`src/rtl/queue_pkg.sv`:
```
// ============================================================================
// Module      : queue_pkg
// Description : Width helpers and pointer-wrap function shared by param_queue.
// Revision    : 1.0 - initial release
// ============================================================================
`default_nettype none

package queue_pkg;

  // Pointer width never drops below one bit, even for a single-entry queue.
  function automatic int ptr_width(input int depth);
    return (depth <= 1) ? 1 : $clog2(depth);
  endfunction

  function automatic int count_width(input int depth);
    return $clog2(depth + 1);
  endfunction

  // Wraps at depth-1 explicitly so non-power-of-two depths work.
  function automatic int ptr_inc(input int ptr, input int depth);
    return (ptr >= depth - 1) ? 0 : ptr + 1;
  endfunction

endpackage

`default_nettype wire

```
`src/rtl/param_queue_if.sv`:
```
// ============================================================================
// Module      : param_queue_if
// Description : Enq/deq ready-valid bundle plus occupancy; io_flush exists only
//               when QUEUE_FLUSH_EN is defined.
// Revision    : 1.0 - initial release
// ============================================================================
`default_nettype none

interface param_queue_if #(
  parameter int WIDTH = 64,
  parameter int DEPTH = 3
);
  import queue_pkg::*;

  localparam int CW = count_width(DEPTH);

  logic             io_enq_valid;
  logic [WIDTH-1:0] io_enq_bits_data;
  logic             io_enq_ready;
  logic             io_deq_ready;
  logic             io_deq_valid;
  logic [WIDTH-1:0] io_deq_bits_data;
  logic [CW-1:0]    io_count;
`ifdef QUEUE_FLUSH_EN
  logic             io_flush;
`endif

  modport master (
`ifdef QUEUE_FLUSH_EN
    output io_flush,
`endif
    output io_enq_valid, io_enq_bits_data, io_deq_ready,
    input  io_enq_ready, io_deq_valid, io_deq_bits_data, io_count
  );

  modport slave (
`ifdef QUEUE_FLUSH_EN
    input  io_flush,
`endif
    input  io_enq_valid, io_enq_bits_data, io_deq_ready,
    output io_enq_ready, io_deq_valid, io_deq_bits_data, io_count
  );

endinterface

`default_nettype wire

```
`src/rtl/queue_ram.sv`:
```
// ============================================================================
// Module      : queue_ram
// Description : DEPTH x WIDTH storage, one synchronous write port and one
//               combinational read port. Contents are not reset.
// Revision    : 1.0 - initial release
// ============================================================================
`default_nettype none

module queue_ram
  import queue_pkg::*;
#(
  parameter int WIDTH = 64,
  parameter int DEPTH = 3,
  parameter int PW    = ptr_width(DEPTH)
) (
  input  logic             clk_i,
  input  logic             wr_en_i,
  input  logic [PW-1:0]    wr_addr_i,
  input  logic [WIDTH-1:0] wr_data_i,
  input  logic [PW-1:0]    rd_addr_i,
  output logic [WIDTH-1:0] rd_data_o
);

  logic [WIDTH-1:0] mem_q [DEPTH];

  always_ff @(posedge clk_i) begin
    if (wr_en_i) begin
      mem_q[wr_addr_i] <= wr_data_i;
    end
  end

  assign rd_data_o = mem_q[rd_addr_i];

endmodule

`default_nettype wire

```
`src/rtl/param_queue.sv`:
```
// ============================================================================
// Module      : param_queue
// Description : Parametrised ready/valid FIFO with optional flow-through bypass,
//               pipe-mode ready and occupancy count. Synchronous flush is
//               compiled in when QUEUE_FLUSH_EN is defined.
// Revision    : 1.0 - initial release
// ============================================================================
`default_nettype none

module param_queue
  import queue_pkg::*;
#(
  parameter int WIDTH = 64,
  parameter int DEPTH = 3,
  parameter bit FLOW  = 1'b0,
  parameter bit PIPE  = 1'b0
) (
  input  logic         clock,
  input  logic         reset,
  param_queue_if.slave io
);

  localparam int PW = ptr_width(DEPTH);
  localparam int CW = count_width(DEPTH);
  localparam logic [PW:0]   DEPTH_P = (PW + 1)'(DEPTH);
  localparam logic [CW-1:0] DEPTH_C = CW'(DEPTH);

  logic [PW-1:0]    enq_ptr_q, enq_ptr_d;
  logic [PW-1:0]    deq_ptr_q, deq_ptr_d;
  logic             maybe_full_q, maybe_full_d;

  logic             ptr_match, empty, full;
  logic             enq_ready, deq_valid, do_enq, do_deq, flush;
  logic [WIDTH-1:0] ram_rd_data, deq_data;
  logic [PW:0]      diff;
  logic [CW-1:0]    count;

`ifdef QUEUE_FLUSH_EN
  assign flush = io.io_flush;
`else
  assign flush = 1'b0;
`endif

  always_comb begin
    ptr_match = (enq_ptr_q == deq_ptr_q);
    empty     = ptr_match & ~maybe_full_q;
    full      = ptr_match & maybe_full_q;

    enq_ready = PIPE ? (~full | io.io_deq_ready) : ~full;
    deq_valid = FLOW ? (~empty | io.io_enq_valid) : ~empty;
    if (flush) begin
      enq_ready = 1'b0;
      deq_valid = 1'b0;
    end
    deq_data = (FLOW && empty) ? io.io_enq_bits_data : ram_rd_data;

    do_enq = io.io_enq_valid & enq_ready;
    do_deq = io.io_deq_ready & deq_valid;
    // A bypassed beat goes straight through and never touches storage.
    if (FLOW && empty) begin
      do_deq = 1'b0;
      if (io.io_deq_ready) do_enq = 1'b0;
    end
  end

  always_comb begin
    enq_ptr_d    = enq_ptr_q;
    deq_ptr_d    = deq_ptr_q;
    maybe_full_d = maybe_full_q;
    if (flush) begin
      enq_ptr_d    = '0;
      deq_ptr_d    = '0;
      maybe_full_d = 1'b0;
    end else begin
      if (do_enq) enq_ptr_d = PW'(ptr_inc(32'(enq_ptr_q), DEPTH));
      if (do_deq) deq_ptr_d = PW'(ptr_inc(32'(deq_ptr_q), DEPTH));
      if (do_enq != do_deq) maybe_full_d = do_enq;
    end
  end

  always_ff @(posedge clock) begin
    if (reset) begin
      enq_ptr_q    <= '0;
      deq_ptr_q    <= '0;
      maybe_full_q <= 1'b0;
    end else begin
      enq_ptr_q    <= enq_ptr_d;
      deq_ptr_q    <= deq_ptr_d;
      maybe_full_q <= maybe_full_d;
    end
  end

  // Occupancy: pointer difference, corrected by DEPTH when it borrows.
  always_comb begin
    diff = {1'b0, enq_ptr_q} - {1'b0, deq_ptr_q};
    if (enq_ptr_q < deq_ptr_q) diff = diff + DEPTH_P;
    if (full)       count = DEPTH_C;
    else if (empty) count = '0;
    else            count = CW'(diff);
  end

  queue_ram #(
    .WIDTH (WIDTH),
    .DEPTH (DEPTH),
    .PW    (PW)
  ) u_ram (
    .clk_i     (clock),
    .wr_en_i   (do_enq),
    .wr_addr_i (enq_ptr_q),
    .wr_data_i (io.io_enq_bits_data),
    .rd_addr_i (deq_ptr_q),
    .rd_data_o (ram_rd_data)
  );

  assign io.io_enq_ready     = enq_ready;
  assign io.io_deq_valid     = deq_valid;
  assign io.io_deq_bits_data = deq_data;
  assign io.io_count         = count;

endmodule

`default_nettype wire
```
`src/flat_wrapper.sv`:
```
// flat-port wrapper written by rule: the top's interface ports become plain ports
module param_queue_flat import queue_pkg::*;
#(
  parameter int WIDTH = 64,
  parameter int DEPTH = 3,
  parameter bit FLOW  = 1'b0,
  parameter bit PIPE  = 1'b0
)
  (clock, reset, io_io_enq_valid, io_io_enq_bits_data, io_io_deq_ready, io_io_enq_ready, io_io_deq_valid, io_io_deq_bits_data, io_io_count);
  param_queue_if #(.WIDTH(WIDTH), .DEPTH(DEPTH)) io_i ();
  input  logic clock;
  input  logic reset;
  input wire logic [$bits(io_i.io_enq_valid)-1:0] io_io_enq_valid;
  input wire logic [$bits(io_i.io_enq_bits_data)-1:0] io_io_enq_bits_data;
  input wire logic [$bits(io_i.io_deq_ready)-1:0] io_io_deq_ready;
  output wire logic [$bits(io_i.io_enq_ready)-1:0] io_io_enq_ready;
  output wire logic [$bits(io_i.io_deq_valid)-1:0] io_io_deq_valid;
  output wire logic [$bits(io_i.io_deq_bits_data)-1:0] io_io_deq_bits_data;
  output wire logic [$bits(io_i.io_count)-1:0] io_io_count;
  assign io_i.io_enq_valid = io_io_enq_valid;
  assign io_i.io_enq_bits_data = io_io_enq_bits_data;
  assign io_i.io_deq_ready = io_io_deq_ready;
  assign io_io_enq_ready = io_i.io_enq_ready;
  assign io_io_deq_valid = io_i.io_deq_valid;
  assign io_io_deq_bits_data = io_i.io_deq_bits_data;
  assign io_io_count = io_i.io_count;
  param_queue #(.WIDTH(WIDTH), .DEPTH(DEPTH), .FLOW(FLOW), .PIPE(PIPE)) u_core (.clock(clock), .reset(reset), .io(io_i));
endmodule
```
`config.mk`:
```
export PLATFORM = sky130hd
export DESIGN_NAME = param_queue_flat
export DESIGN_NICKNAME = d
export VERILOG_FILES = /design/src/rtl/queue_pkg.sv /design/src/rtl/param_queue_if.sv /design/src/rtl/queue_ram.sv /design/src/rtl/param_queue.sv /design/src/flat_wrapper.sv
export SDC_FILE = /design/constraint.sdc
export NUM_CORES = 1
export LEC_CHECK = 0
export BUFFER_PORTS_ARGS = -buffer_cell sky130_fd_sc_hd__buf_2
export CORE_UTILIZATION = 30
export DETAILED_ROUTE_END_ITERATION = 12
export PLACE_DENSITY = 0.5
export SLEW_MARGIN = 10
export SYNTH_ARGS = -nofsm -noshare
export SYNTH_HDL_FRONTEND = slang
export SYNTH_SLANG_ARGS = --single-unit
```
`constraint.sdc`:
```
create_clock -name clock -period 17.74 [get_ports clock]
set_input_delay 1.774 -clock clock [delete_from_list [all_inputs] [get_ports clock]]
set_output_delay 1.774 -clock clock [all_outputs]
set_load 0.02 [all_outputs]
```
==> results of run 1 <==
critical path: stages, from the launching register on:
cell	delay (ns)
sky130_fd_sc_hd__dfxtp_4	0.33
sky130_fd_sc_hd__buf_4	0.79
sky130_fd_sc_hd__mux2i_1	0.18
sky130_fd_sc_hd__o21ai_0	0.34
sky130_fd_sc_hd__buf_2	0.23
state kept, by name, indices dropped and copies added (netlist names), named ones only:
signal / count
u_core.u_ram.mem_q: 192
u_core.maybe_full_q: 1
u_core.deq_ptr_q: 2
u_core.enq_ptr_q: 2
layout make-up:
cell class	instances	area share, %
Inverter	8	0.356
Multi-Input combinational cell	227	15.9
Antenna cell	1	0.0274
Clock buffer	18	4.69
Timing Repair Buffer	141	8.10
Tap cell	324	4.43
Sequential cell	199	64.7
Clock inverter	14	1.78
worst min-delay path by stage:
| stage | endpoint | slack (ns) | depth (start not counted) |
|---|---|---|---|
| after global placement | u_core.enq_ptr_q[0]$_SDFFE_PP0P_ | 0.51 | 2 |
| after CTS | u_core.enq_ptr_q[0]$_SDFFE_PP0P_ | 0.55 | 2 |
| after floorplan | u_core.enq_ptr_q[0]$_SDFFE_PP0P_ | 0.47 | 2 |
| after global routing | u_core.enq_ptr_q[0]$_SDFFE_PP0P_ | 0.59 | 2 |
| final | u_core.enq_ptr_q[0]$_SDFFE_PP0P_ | 0.54 | 2 |
| after detailed placement | u_core.enq_ptr_q[0]$_SDFFE_PP0P_ | 0.53 | 2 |
metal layers:
layer,share of wire (%),GRT usage [%]
met5,0,0
met4,0.81,3.25
met3,5.2,3.61
met2,50,20.2
met1,44,13.8
through the flow:
step	instance area, µm²	total power, mW	instances
floorplan	7490	0.724	455
global placement	8520	0.802	898
detailed placement	8520	0.806	898
CTS	9110	1.19	930
global route	9140	1.23	931
finish	9140	1.17	932
cells by family (layout without fill, tap and decap cells):
logic type / Yosys count / after routing / synth area share [%]
flip-flops: 199 / 199 / 78.8
AND/OR/NAND/NOR: 81 / 81 / 4.56
AO/OA/AOI/OAI: 79 / 79 / 5.68
multiplexers: 64 / 64 / 8.55
buffers and inverters: 29 / 181 / 1.79
adder cells (fa/ha/maj): 3 / 3 / 0.601
other: 0 / 1 / 0
power by group through the flow:
stage,Sequential [mW],Combinational [mW],Clock [mW]
floorplan,0.571,0.153,0
global placement,0.577,0.225,0
detailed placement,0.579,0.228,0
CTS,0.568,0.228,0.395
global route,0.568,0.248,0.412
finish,0.564,0.227,0.383
layout by cell type, fill, tap and decap left out, types with 2 or more instances in the layout:
cell type and count:
sky130_fd_sc_hd__clkinv_2 2, sky130_fd_sc_hd__nand2b_1 3, sky130_fd_sc_hd__clkbuf_16 17, sky130_fd_sc_hd__o21ai_1 15, sky130_fd_sc_hd__mux2i_1 64, sky130_fd_sc_hd__buf_4 5, sky130_fd_sc_hd__dfxtp_4 2, sky130_fd_sc_hd__inv_8 2
sky130_fd_sc_hd__or4_1 2, sky130_fd_sc_hd__clkinv_4 3, sky130_fd_sc_hd__o21ai_0 52, sky130_fd_sc_hd__a21oi_1 4, sky130_fd_sc_hd__a31o_2 2, sky130_fd_sc_hd__buf_2 135, sky130_fd_sc_hd__ha_1 2, sky130_fd_sc_hd__nand3_1 2
sky130_fd_sc_hd__edfxtp_1 192, sky130_fd_sc_hd__dfxtp_1 5, sky130_fd_sc_hd__inv_6 5, sky130_fd_sc_hd__nand2_1 69, sky130_fd_sc_hd__clkinv_8 2, sky130_fd_sc_hd__inv_1 5
==> summary by stage, run 1 <==
Run status
The flow ran to the end, and the final reports show no timing, DRC or antenna violations.

Place
The last weighted congestion value of the routability-driven placer is 0.716. The count of input and output buffers is 135. The half-perimeter wire length after detailed placement is 8.47 mm. The setup slack after placement is 13.98 ns.

STA
Setup repair after global routing left no endpoint under its margin. The fraction of the cycle the final worst path needs is 23.4%. For the pin with the worst max-slew slack, the measured transition is 1.23 ns. The worst pin sits at a relative slew slack of 18.2%. The final-report max-slew violation count is 0. Subtracting the final worst setup slack from the clock period gives 4.15 ns. Setup total negative slack on the finished layout was measured at 0 ns. Clock skew on the completed layout was measured at 0.00833 ns.

The number of failing setup endpoints in the final timing report is 0. Across all hold checks on the routed design, the worst slack comes to 0.542 ns. The setup slack of the critical path after layout is 13.59 ns. Static timing analysis puts the maximum clock frequency at 0.241 GHz. The final count of hold timing violations came to 0.

Power
Per report_power, the combinational group accounts for 19.3% of the total. Dividing total power by cell area gives a power density of 128 nW/µm². The switching part of the total power is 29.1%. The net switching power figure is 341 µW.

The peak ir drop on the vdd network is 53.4 µV. The sequential group share of total power is 48.1%. The cell internal power dissipation is 832 µW. The relative contribution of the clock network to total power is 32.6%. For this design the static power due to leakage is 3.12 nW.

Synth
During synthesis, Yosys emitted a total of 0 warnings. After synthesis the netlist holds a flip-flop and latch count of 199. Synthesis instantiated 29 different standard cells from the library. The most numerous cell in the Yosys netlist is sky130_fd_sc_hd__edfxtp_1.

The top cell type by area accounts for 77.0% of the synthesized area. After synthesis, the cell types taking the most area are sky130_fd_sc_hd__edfxtp_1 77%, sky130_fd_sc_hd__mux2i_1 8.6%, sky130_fd_sc_hd__o21ai_0 3.5%. The most used flip-flop cell after synthesis is sky130_fd_sc_hd__edfxtp_1.

For this run, the register share of the synthesized area comes to 78.8%. The cell area that synthesis handed to floorplanning was 7490 µm². By count the netlist is led by 192 x sky130_fd_sc_hd__edfxtp_1, 69 x sky130_fd_sc_hd__nand2_1, 64 x sky130_fd_sc_hd__mux2i_1, 52 x sky130_fd_sc_hd__o21ai_0, 15 x sky130_fd_sc_hd__o21ai_1. The fraction of registers with async set/reset is 0%. The number of nets in the synthesized netlist is 526. The count of flip-flops with a built-in enable after synthesis is 192. Of all cell types, the one taking the most synthesized area is sky130_fd_sc_hd__edfxtp_1. Synthesis produced 455 cells.

The post-synthesis area per instance is 16.5 µm².

Floorplan
The total die area is 25600 µm². The area of the core is 24400 µm². The die width is 160 µm.

The initialized floorplan defines 57 standard-cell rows. The number of top-level design ports is 136. Once the floorplan was initialized, standard cells occupied 30.7% of the core.

In this run the vertical extent of the chip is 160 µm.

Layout
The share of layout cells above drive strength 1 is 30.1%. Cells fill 37.5% of the core in the end. The number of nets in the layout is 665. Across the whole layout, storage elements account for 5910 µm². The layout has 2351 filler cells. The area growth from synthesis to layout is 22.0%.

The multi-input logic area is 1460 µm².

Setup path
The kind of critical path is flop to output pin. The maximum net fanout on the critical path is 64. The data arrival time of the critical path is 2.38 ns.

The number of cells on the worst reg-to-reg path is 6. The launching point of the worst reg2reg path is u_core.deq_ptr_q[1]$_SDFFE_PP0P_. For flop-to-flop paths, the worst setup slack is 14.99 ns. The endpoint class of the critical path is an output pin. The startpoint kind of the worst setup timing path is a flop. The worst register-to-register path ends at u_core.u_ram.mem_q[1][3]$_DFFE_PP_. Following the worst setup path forward leads to its endpoint at io_io_deq_bits_data[60]. The worst path required time is 15.97 ns.

Global routing
The initial antenna violation count is 1. Summed over all layers, the global routing overflow is 0. Across every metal layer, demand over resource in global routing totals 11.6%. The via count of the first global-routing pass is 4405. The global-route wire length before repair is 22.9 mm. Entering global routing, the biggest net connects 129 pins.

Clock tree
The post-cts hold buffer count is 0. For this design, the sink count on the clock tree is 199. The total CTS buffers is 17. The cell chosen for the clock root is sky130_fd_sc_hd__clkbuf_16.

Post-CTS repair changed the size of 0 cells. The clock tree synthesis step divided the H-tree into 4 levels. The longest clock path from root to sink contains 2 buffers. After clock tree synthesis, the setup repair step added 0 buffers. After clock tree synthesis, the clock-pin slew on the worst setup and hold paths is 0.08 ns. The TritonCTS clock tree is yes. The clock insertion delay at the later pin of the skew report is 0.42 ns.

Min path
The worst min-delay path class is flop to flop. The worst hold path begins at u_core.enq_ptr_q[0]$_SDFFE_PP0P_.

Detailed routing
The detail route stage leaves a number of antenna-violating nets equal to 0. The number of DRC markers in iteration 0 is 181. The total wirelength of the detailed-routed design is 14.3 mm. In the routed layout, each cell is associated on average with a via count of 4.38. In the routed design, unresolved DRC markers number 0.

The via total after detailed routing is 4079. Before antenna repair, the detailed router went through 4 iterations. The detailed-route wire length per cell is 15.4 µm.

Job
Max-cap violations in this run came to 0.
(Power assumes the default switching activity.)
==> inputs of run 2 (changes only) <==
- clock period: 17.74 -> 4 ns (I/O delays scaled with it)
==> summary by stage, run 2 (synthesis results as in run 1) <==
Clock tree
For this design, the CTS-stage hold fixing added 0 buffers. The TritonCTS clock tree is yes. The clock-pin slew on the worst setup and hold paths is 0.08 ns. The total CTS buffers is 17. The TritonCTS sink count is 199.

CTS placed an instance of sky130_fd_sc_hd__clkbuf_16 at the clock tree root. In this run, post-CTS repair resized a total of 0 instances. In this run the post-CTS setup repair buffer count came out at 0. The level count of the clock H-tree is 4. The clock tree buffer depth is 2. The clock reaches the later pin of the worst-skew pair after 0.42 ns.

Power
The net switching power figure is 1.48 mW. The cell internal power dissipation is 3.73 mW. Of the total power, the share spent switching nets is 28.4%. The cell area power density is 571 nW/µm². The static power due to leakage is 3.12 nW. The total power draw is 5.22 mW. The share of total power dissipated in the clock network is 32.9%. Of the total power, registers draw 49.2%.

VDD sags by at most 239 µV. The combinational cell fraction of total power is 17.9%.

Setup path
The endpoint identified for the worst register-to-register timing path is u_core.u_ram.mem_q[1][4]$_DFFE_PP_. The startpoint identified for the worst register-to-register timing path is u_core.deq_ptr_q[1]$_SDFFE_PP0P_. The number of cells on the worst reg-to-reg path is 6.

The reg2reg setup slack is 1.28 ns. The data arrival time of the critical path is 2.79 ns. The kind of critical path is flop to flop.

In this run the worst path has a maximum fanout of 28. The worst setup path is captured at a flop. The worst path required time is 4.07 ns. STA classifies the critical path startpoint as a flop.

Global routing
Global routing finished with a remaining overflow of 0. The via count of the first global-routing pass came to 4148. Entering global routing, the biggest net connects 106 pins. The global-route wire length before repair is 22.2 mm. For this run, the total global-route usage over all layers was measured as 11.4%. The initial antenna violation count came to 1.

STA
On the final layout, the worst hold slack is 0.177 ns. The final count of hold timing violations is 0. The largest clock skew in the final design is 0.0115 ns.

The final critical-path required period is 2.72 ns. The number of failing setup endpoints in the final timing report is 0. The fraction of the cycle the final worst path needs is 68.1%. In the post-route analysis, the smallest setup slack over all paths is 1.28 ns. Setup repair after global routing left no endpoint under its margin. The final-report max-slew violation count came to 0. The aggregate negative setup slack is 0 ns. The maximum operating frequency is 0.367 GHz.

The relative max-transition margin is 37.5%. At the pin with the least slew margin, the transition time is 0.937 ns.

Floorplan
The die is 160 µm tall. The initialized floorplan defines 57 standard-cell rows. The total die area is 25600 µm². 136 I/O pins were placed. The die is 160 µm wide.

Once the floorplan was initialized, standard cells occupied 30.7% of the core. The area of the core is 24400 µm².

Layout
The filler-free cell count of the finished design is 933. The share of layout cells above drive strength 1 is 30.4%. The multi-input combinational cells in the finished layout cover a total of 1460 µm². The area taken by flip-flops and latches is 5910 µm². The largest registers in the layout are u_core.u_ram.mem_q: 192 flops, u_core.deq_ptr_q: 2 flops, u_core.enq_ptr_q: 2 flops. In the final design database the tool counted 667 nets. The number of flip-flops under the largest register name is 192.

The number of filler instances in the final layout is 2337. In the layout the commonest cells are 192 x sky130_fd_sc_hd__edfxtp_1, 135 x sky130_fd_sc_hd__buf_2, 69 x sky130_fd_sc_hd__nand2_1. The largest register by flop count is u_core.u_ram.mem_q. From synthesis to final layout, the design area changed by 22.0%. The total inserted antenna cells is 0. The most common library cell in the layout ignoring fill and taps is sky130_fd_sc_hd__edfxtp_1.

Detailed routing
The number of remaining DRC errors is 0. The total wirelength of the detailed-routed design is 14.1 mm. The routed layout has 4109 vias. The number of DRC markers in iteration 0 is 153.

Using the TritonRoute via totals, the vias-per-cell ratio works out to 4.40. The count of antenna-violating nets left after detailed routing is 0. The detailed-route wire length per cell is 15.1 µm.

The count of TritonRoute iterations in the first routing pass is 4.

Min path
The path with the worst hold slack has its endpoint at u_core.u_ram.mem_q[2][39]$_DFFE_PP_. The worst hold path begins at io_io_enq_bits_data[39]. The worst min-delay path class is input port to flop. Counting instances, the worst hold path has a depth of 1.

Place
The number of placed instances with taps included is 901. During placement, the flow inserted port buffers numbering 135. The last weighted congestion value of the routability-driven placer is 0.741. The wire-length estimate of the detail-placed layout is 8.91 mm.

At the placement stage, the worst setup path has a slack of 1.24 ns.

Run status
The flow ran to the end, and the final reports show no timing, DRC or antenna violations.

Job
The max-cap check violation count is 0.
-- run 2: cell count changes in the layout (fill, tap and decap cells not counted), moves of 2 or more --
| cell | before | now |
|---|---|---|
| sky130_fd_sc_hd__clkinv_8 | 2 | 0 |
| sky130_fd_sc_hd__clkinvlp_4 | 1 | 5 |
| sky130_fd_sc_hd__inv_6 | 5 | 3 |
| sky130_fd_sc_hd__inv_2 | 1 | 3 |
| sky130_fd_sc_hd__clkinv_2 | 2 | 0 |
| sky130_fd_sc_hd__buf_4 | 5 | 8 |
-- run 2: power by group through the flow --
stage          logic, mW  clock network (mW)  registers (mW)
2_1_floorplan      0.679                   0            2.53
3_3_place_gp       0.941                   0            2.61
3_5_place_dp       0.954                   0            2.62
4_1_cts            0.957                1.77            2.57
5_1_grt             1.02                1.84            2.59
6_report           0.936                1.71            2.56
-- run 2: how the worst max path moves through the flow --
stage,cells past startpoint,startpoint,to
final,6,u_core.deq_ptr_q[1]$_SDFFE_PP0P_,u_core.u_ram.mem_q[1][4]$_DFFE_PP_
after global routing,4,flop,io_io_deq_bits_data[58]
after CTS,4,flop,io_io_deq_bits_data[52]
after detailed placement,6,u_core.deq_ptr_q[1]$_SDFFE_PP0P_,u_core.u_ram.mem_q[0][36]$_DFFE_PP_
after global placement,6,u_core.enq_ptr_q[0]$_SDFFE_PP0P_,u_core.u_ram.mem_q[1][59]$_DFFE_PP_
after floorplan,6,u_core.enq_ptr_q[0]$_SDFFE_PP0P_,u_core.u_ram.mem_q[2][0]$_DFFE_PP_
-- run 2: through the flow --
stage | area (µm²) | util [%]
2_1_floorplan | 7500 | -
3_3_place_gp | 8550 | 35.0
3_5_place_dp | 8550 | 35.0
4_1_cts | 9140 | 37.5
5_1_grt | 9140 | 37.5
6_report | 9140 | 37.5
-- run 2: layer usage --
layer	track usage, %	vias up	part of all wire, %
met5	0	-	0.092
met4	3.51	2	0.91
met3	3.74	11	5.2
met2	18.5	98	48
met1	14.4	2002	46
li1	-	1996	-
-- run 2: final cells by class --
type | count | share of cell area, %
clock inverter | 14 | 1.79
tap | 324 | 4.43
multi-input combinational | 227 | 16.0
timing repair buffer | 143 | 8.05
sequential | 199 | 64.7
inverter | 8 | 0.328
clock buffer | 18 | 4.69
-- run 2: worst max-delay path: stages, from the launching register on --
cell and delay, ns:
sky130_fd_sc_hd__dfxtp_1 0.36, sky130_fd_sc_hd__inv_1 0.10, sky130_fd_sc_hd__ha_1 0.38, sky130_fd_sc_hd__and3_4 0.23, sky130_fd_sc_hd__or4_1 0.46, sky130_fd_sc_hd__inv_2 0.36
sky130_fd_sc_hd__buf_4 0.46
==> inputs of run 3 (changes only) <==
- PLACE_DENSITY: 0.5 -> 0.52
- clock period: 4 -> 2.4 ns (I/O delays scaled with it)
==> summary by stage, run 3 (synthesis results as in run 1) <==
Floorplan
The die width is 160 µm. The total die area is 25600 µm². The effective utilization at floorplan is 30.7%. 136 I/O pins were placed. The area of the core is 24400 µm². In this run the core area contains 57 standard-cell rows.

The die is 160 µm tall.

Setup path
In this run the worst path has a maximum fanout of 4. The worst path required time is 2.16 ns. The worst setup path is launched from a flop.

STA puts the critical path data arrival time at 2.02 ns. The worst setup path is captured at an output pin. By startpoint and endpoint, the worst setup path is classified as flop to output pin.

Detailed routing
The number of DRC markers in iteration 0 is 179. The detailed-route wire length per cell is 14.9 µm. The count of TritonRoute iterations in the first routing pass is 4. The final route contains 4142 vias.

Dividing the detail-routed via count by the number of cells gives 4.35. The total wirelength of the detailed-routed design is 14.2 mm. The number of remaining DRC errors is 0.

Once detail routing completed, the nets flagged for antenna violations numbered 0.

Global routing
The overall routing resource usage is 11.6%. Entering global routing, the biggest net connects 49 pins. For this run the aggregate overflow at the end of global routing stands at 0. met2 is the most crowded layer.

The initial antenna violation count is 2. The global-route wire length before repair is 22.4 mm. The routing usage on met2 is 18.9%. The via count of the first global-routing pass is 4196. For met3 alone, demand over resource in global routing was 3.82%. Global routing consumed, on the met1 layer, 14.5% of the routing resources.

Power
The peak ir drop on the vdd network is 414 µV. The cell area power density is 931 nW/µm². The design draws 8.83 mW.

In this run the static leakage power is 3.23 nW.

Layout
In the layout the commonest cells are 192 x sky130_fd_sc_hd__edfxtp_1, 134 x sky130_fd_sc_hd__buf_2, 68 x sky130_fd_sc_hd__nand2_1. After routing the design area is 9480 µm². The net count of the finished layout is 684. The sequential cells in the finished layout cover a total of 5920 µm². Compared with the post-synthesis result, the final layout area differs by 26.6%. In the final layout, the multi-input gates occupy 1490 µm². The number of filler instances in the final layout is 2256.

The register with the most flip-flops in the layout has 192 of them. The most common library cell in the layout ignoring fill and taps is sky130_fd_sc_hd__edfxtp_1. Counting flops per register, the top entry is u_core.u_ram.mem_q. Cells with a size suffix above 1 make up 31.2% of the layout.

In the final layout, the registers with the most flip-flops are u_core.u_ram.mem_q: 192 flops, u_core.deq_ptr_q: 2 flops, u_core.enq_ptr_q: 2 flops.

Place
The area of placed instances is 8720 µm². The congestion estimate from routability-driven global placement came to 0.730. The half-perimeter wire length after detailed placement is 8.95 mm. Input and output buffers added on the ports amount to 135.

Min path
The worst min-delay path class is input port to flop.

Clock tree
The level count of the clock H-tree is 4. Clock-pin slew was measured on the worst setup and hold paths at 0.07 ns. TritonCTS created 17 clock buffers. The tree built by TritonCTS fans out to 199 sinks.

The clock insertion delay at the later pin of the skew report is 0.42 ns. The cell chosen for the clock root is sky130_fd_sc_hd__clkbuf_16. The clock passes through at most 2 buffers. The TritonCTS clock tree is yes.

STA
The number of failing setup endpoints in the final timing report is 0. Timing would allow up to 0.442 GHz. Across all hold checks on the routed design, the worst slack comes to 0.0198 ns.

The largest clock skew in the final design is 0.00796 ns. At the pin with the least slew margin, the transition time is 0.503 ns. The final count of hold timing violations is 0. The fraction of the cycle the final worst path needs is 94.2%.

Headroom to the max-slew limit came out at 66.5%. The final-report max-slew violation count is 0. Adding up every negative setup slack in the final design gives 0 ns. The final critical-path required period is 2.26 ns. Setup repair after global routing left no endpoint under its margin.

Job
The max-cap check violation count is 0.

Run status
The run finished with clean final reports.
-- run 3: cell count changes in the layout (fill, tap and decap cells not counted), sizes merged --
cell         previous run  this run
clkbuf                 18        20
buf                   143       145
dlygate4sd3             0        15
inv                    13         8
bufinv                  2         3
diode                   0         2
clkinvlp                5         4
clkinv                  2         5
-- run 3: cell type report --
class | instances | area share, %
Sequential cell | 199 | 62.4
Clock buffer | 20 | 4.60
Antenna cell | 2 | 0.0528
Clock inverter | 12 | 1.79
Multi-Input combinational cell | 227 | 15.7
Timing Repair Buffer | 160 | 10.7
Tap cell | 324 | 4.27
Inverter | 8 | 0.422
-- run 3: repair_timing --
item	in CTS	in global routing
resized for setup	0	2
hold buffers	15	0
endpoints found under the hold margin	41	0
setup endpoints to repair	0	1
buffers inserted	0	0
-- run 3: path summary, 6_finish.rpt --
kind	slack, ns	to	startpoint	cells past startpoint
worst max-delay path	0.14	io_io_count[1]	u_core.enq_ptr_q[0]$_SDFFE_PP0P_	7
worst min-delay path	0.02	u_core.u_ram.mem_q[0][41]$_DFFE_PP_	io_io_enq_bits_data[41]	1
worst max register to register	0.34	u_core.u_ram.mem_q[0][3]$_DFFE_PP_	u_core.deq_ptr_q[1]$_SDFFE_PP0P_	6
worst min register to register	0.53	u_core.enq_ptr_q[0]$_SDFFE_PP0P_	u_core.enq_ptr_q[0]$_SDFFE_PP0P_	2
-- run 3: routing by layer --
layer / vias to the layer above / wire (µm)
met5: - / 0
met4: 0 / 110
met3: 11 / 784
met2: 103 / 6800
met1: 1990 / 6520
li1: 2038 / -
-- run 3: per-stage QoR --
step,setup slack [ns],utilization (%),std cells
final,0.139,38.9,952
after global routing,0.0150,38.9,950
after CTS,0.0858,38.8,950
after detailed placement,0.345,35.7,903
after global placement,0.369,35.7,903
after floorplan,-0.665,-,455
-- run 3: critical path, stage by stage (launching register included) --
cell and delay [ns]:
sky130_fd_sc_hd__dfxtp_2 0.38, sky130_fd_sc_hd__inv_2 0.06, sky130_fd_sc_hd__ha_4 0.14, sky130_fd_sc_hd__inv_1 0.06, sky130_fd_sc_hd__fa_1 0.43, sky130_fd_sc_hd__o31ai_1 0.20
sky130_fd_sc_hd__a22o_1 0.19, sky130_fd_sc_hd__buf_4 0.15
-- run 3: where the power goes --
group          switching (mW)  total [mW]  internal, mW
registers               0.121        4.21          4.09
logic                    1.08        1.72         0.643
clock network            1.24        2.90          1.66
total                    2.44        8.83          6.39
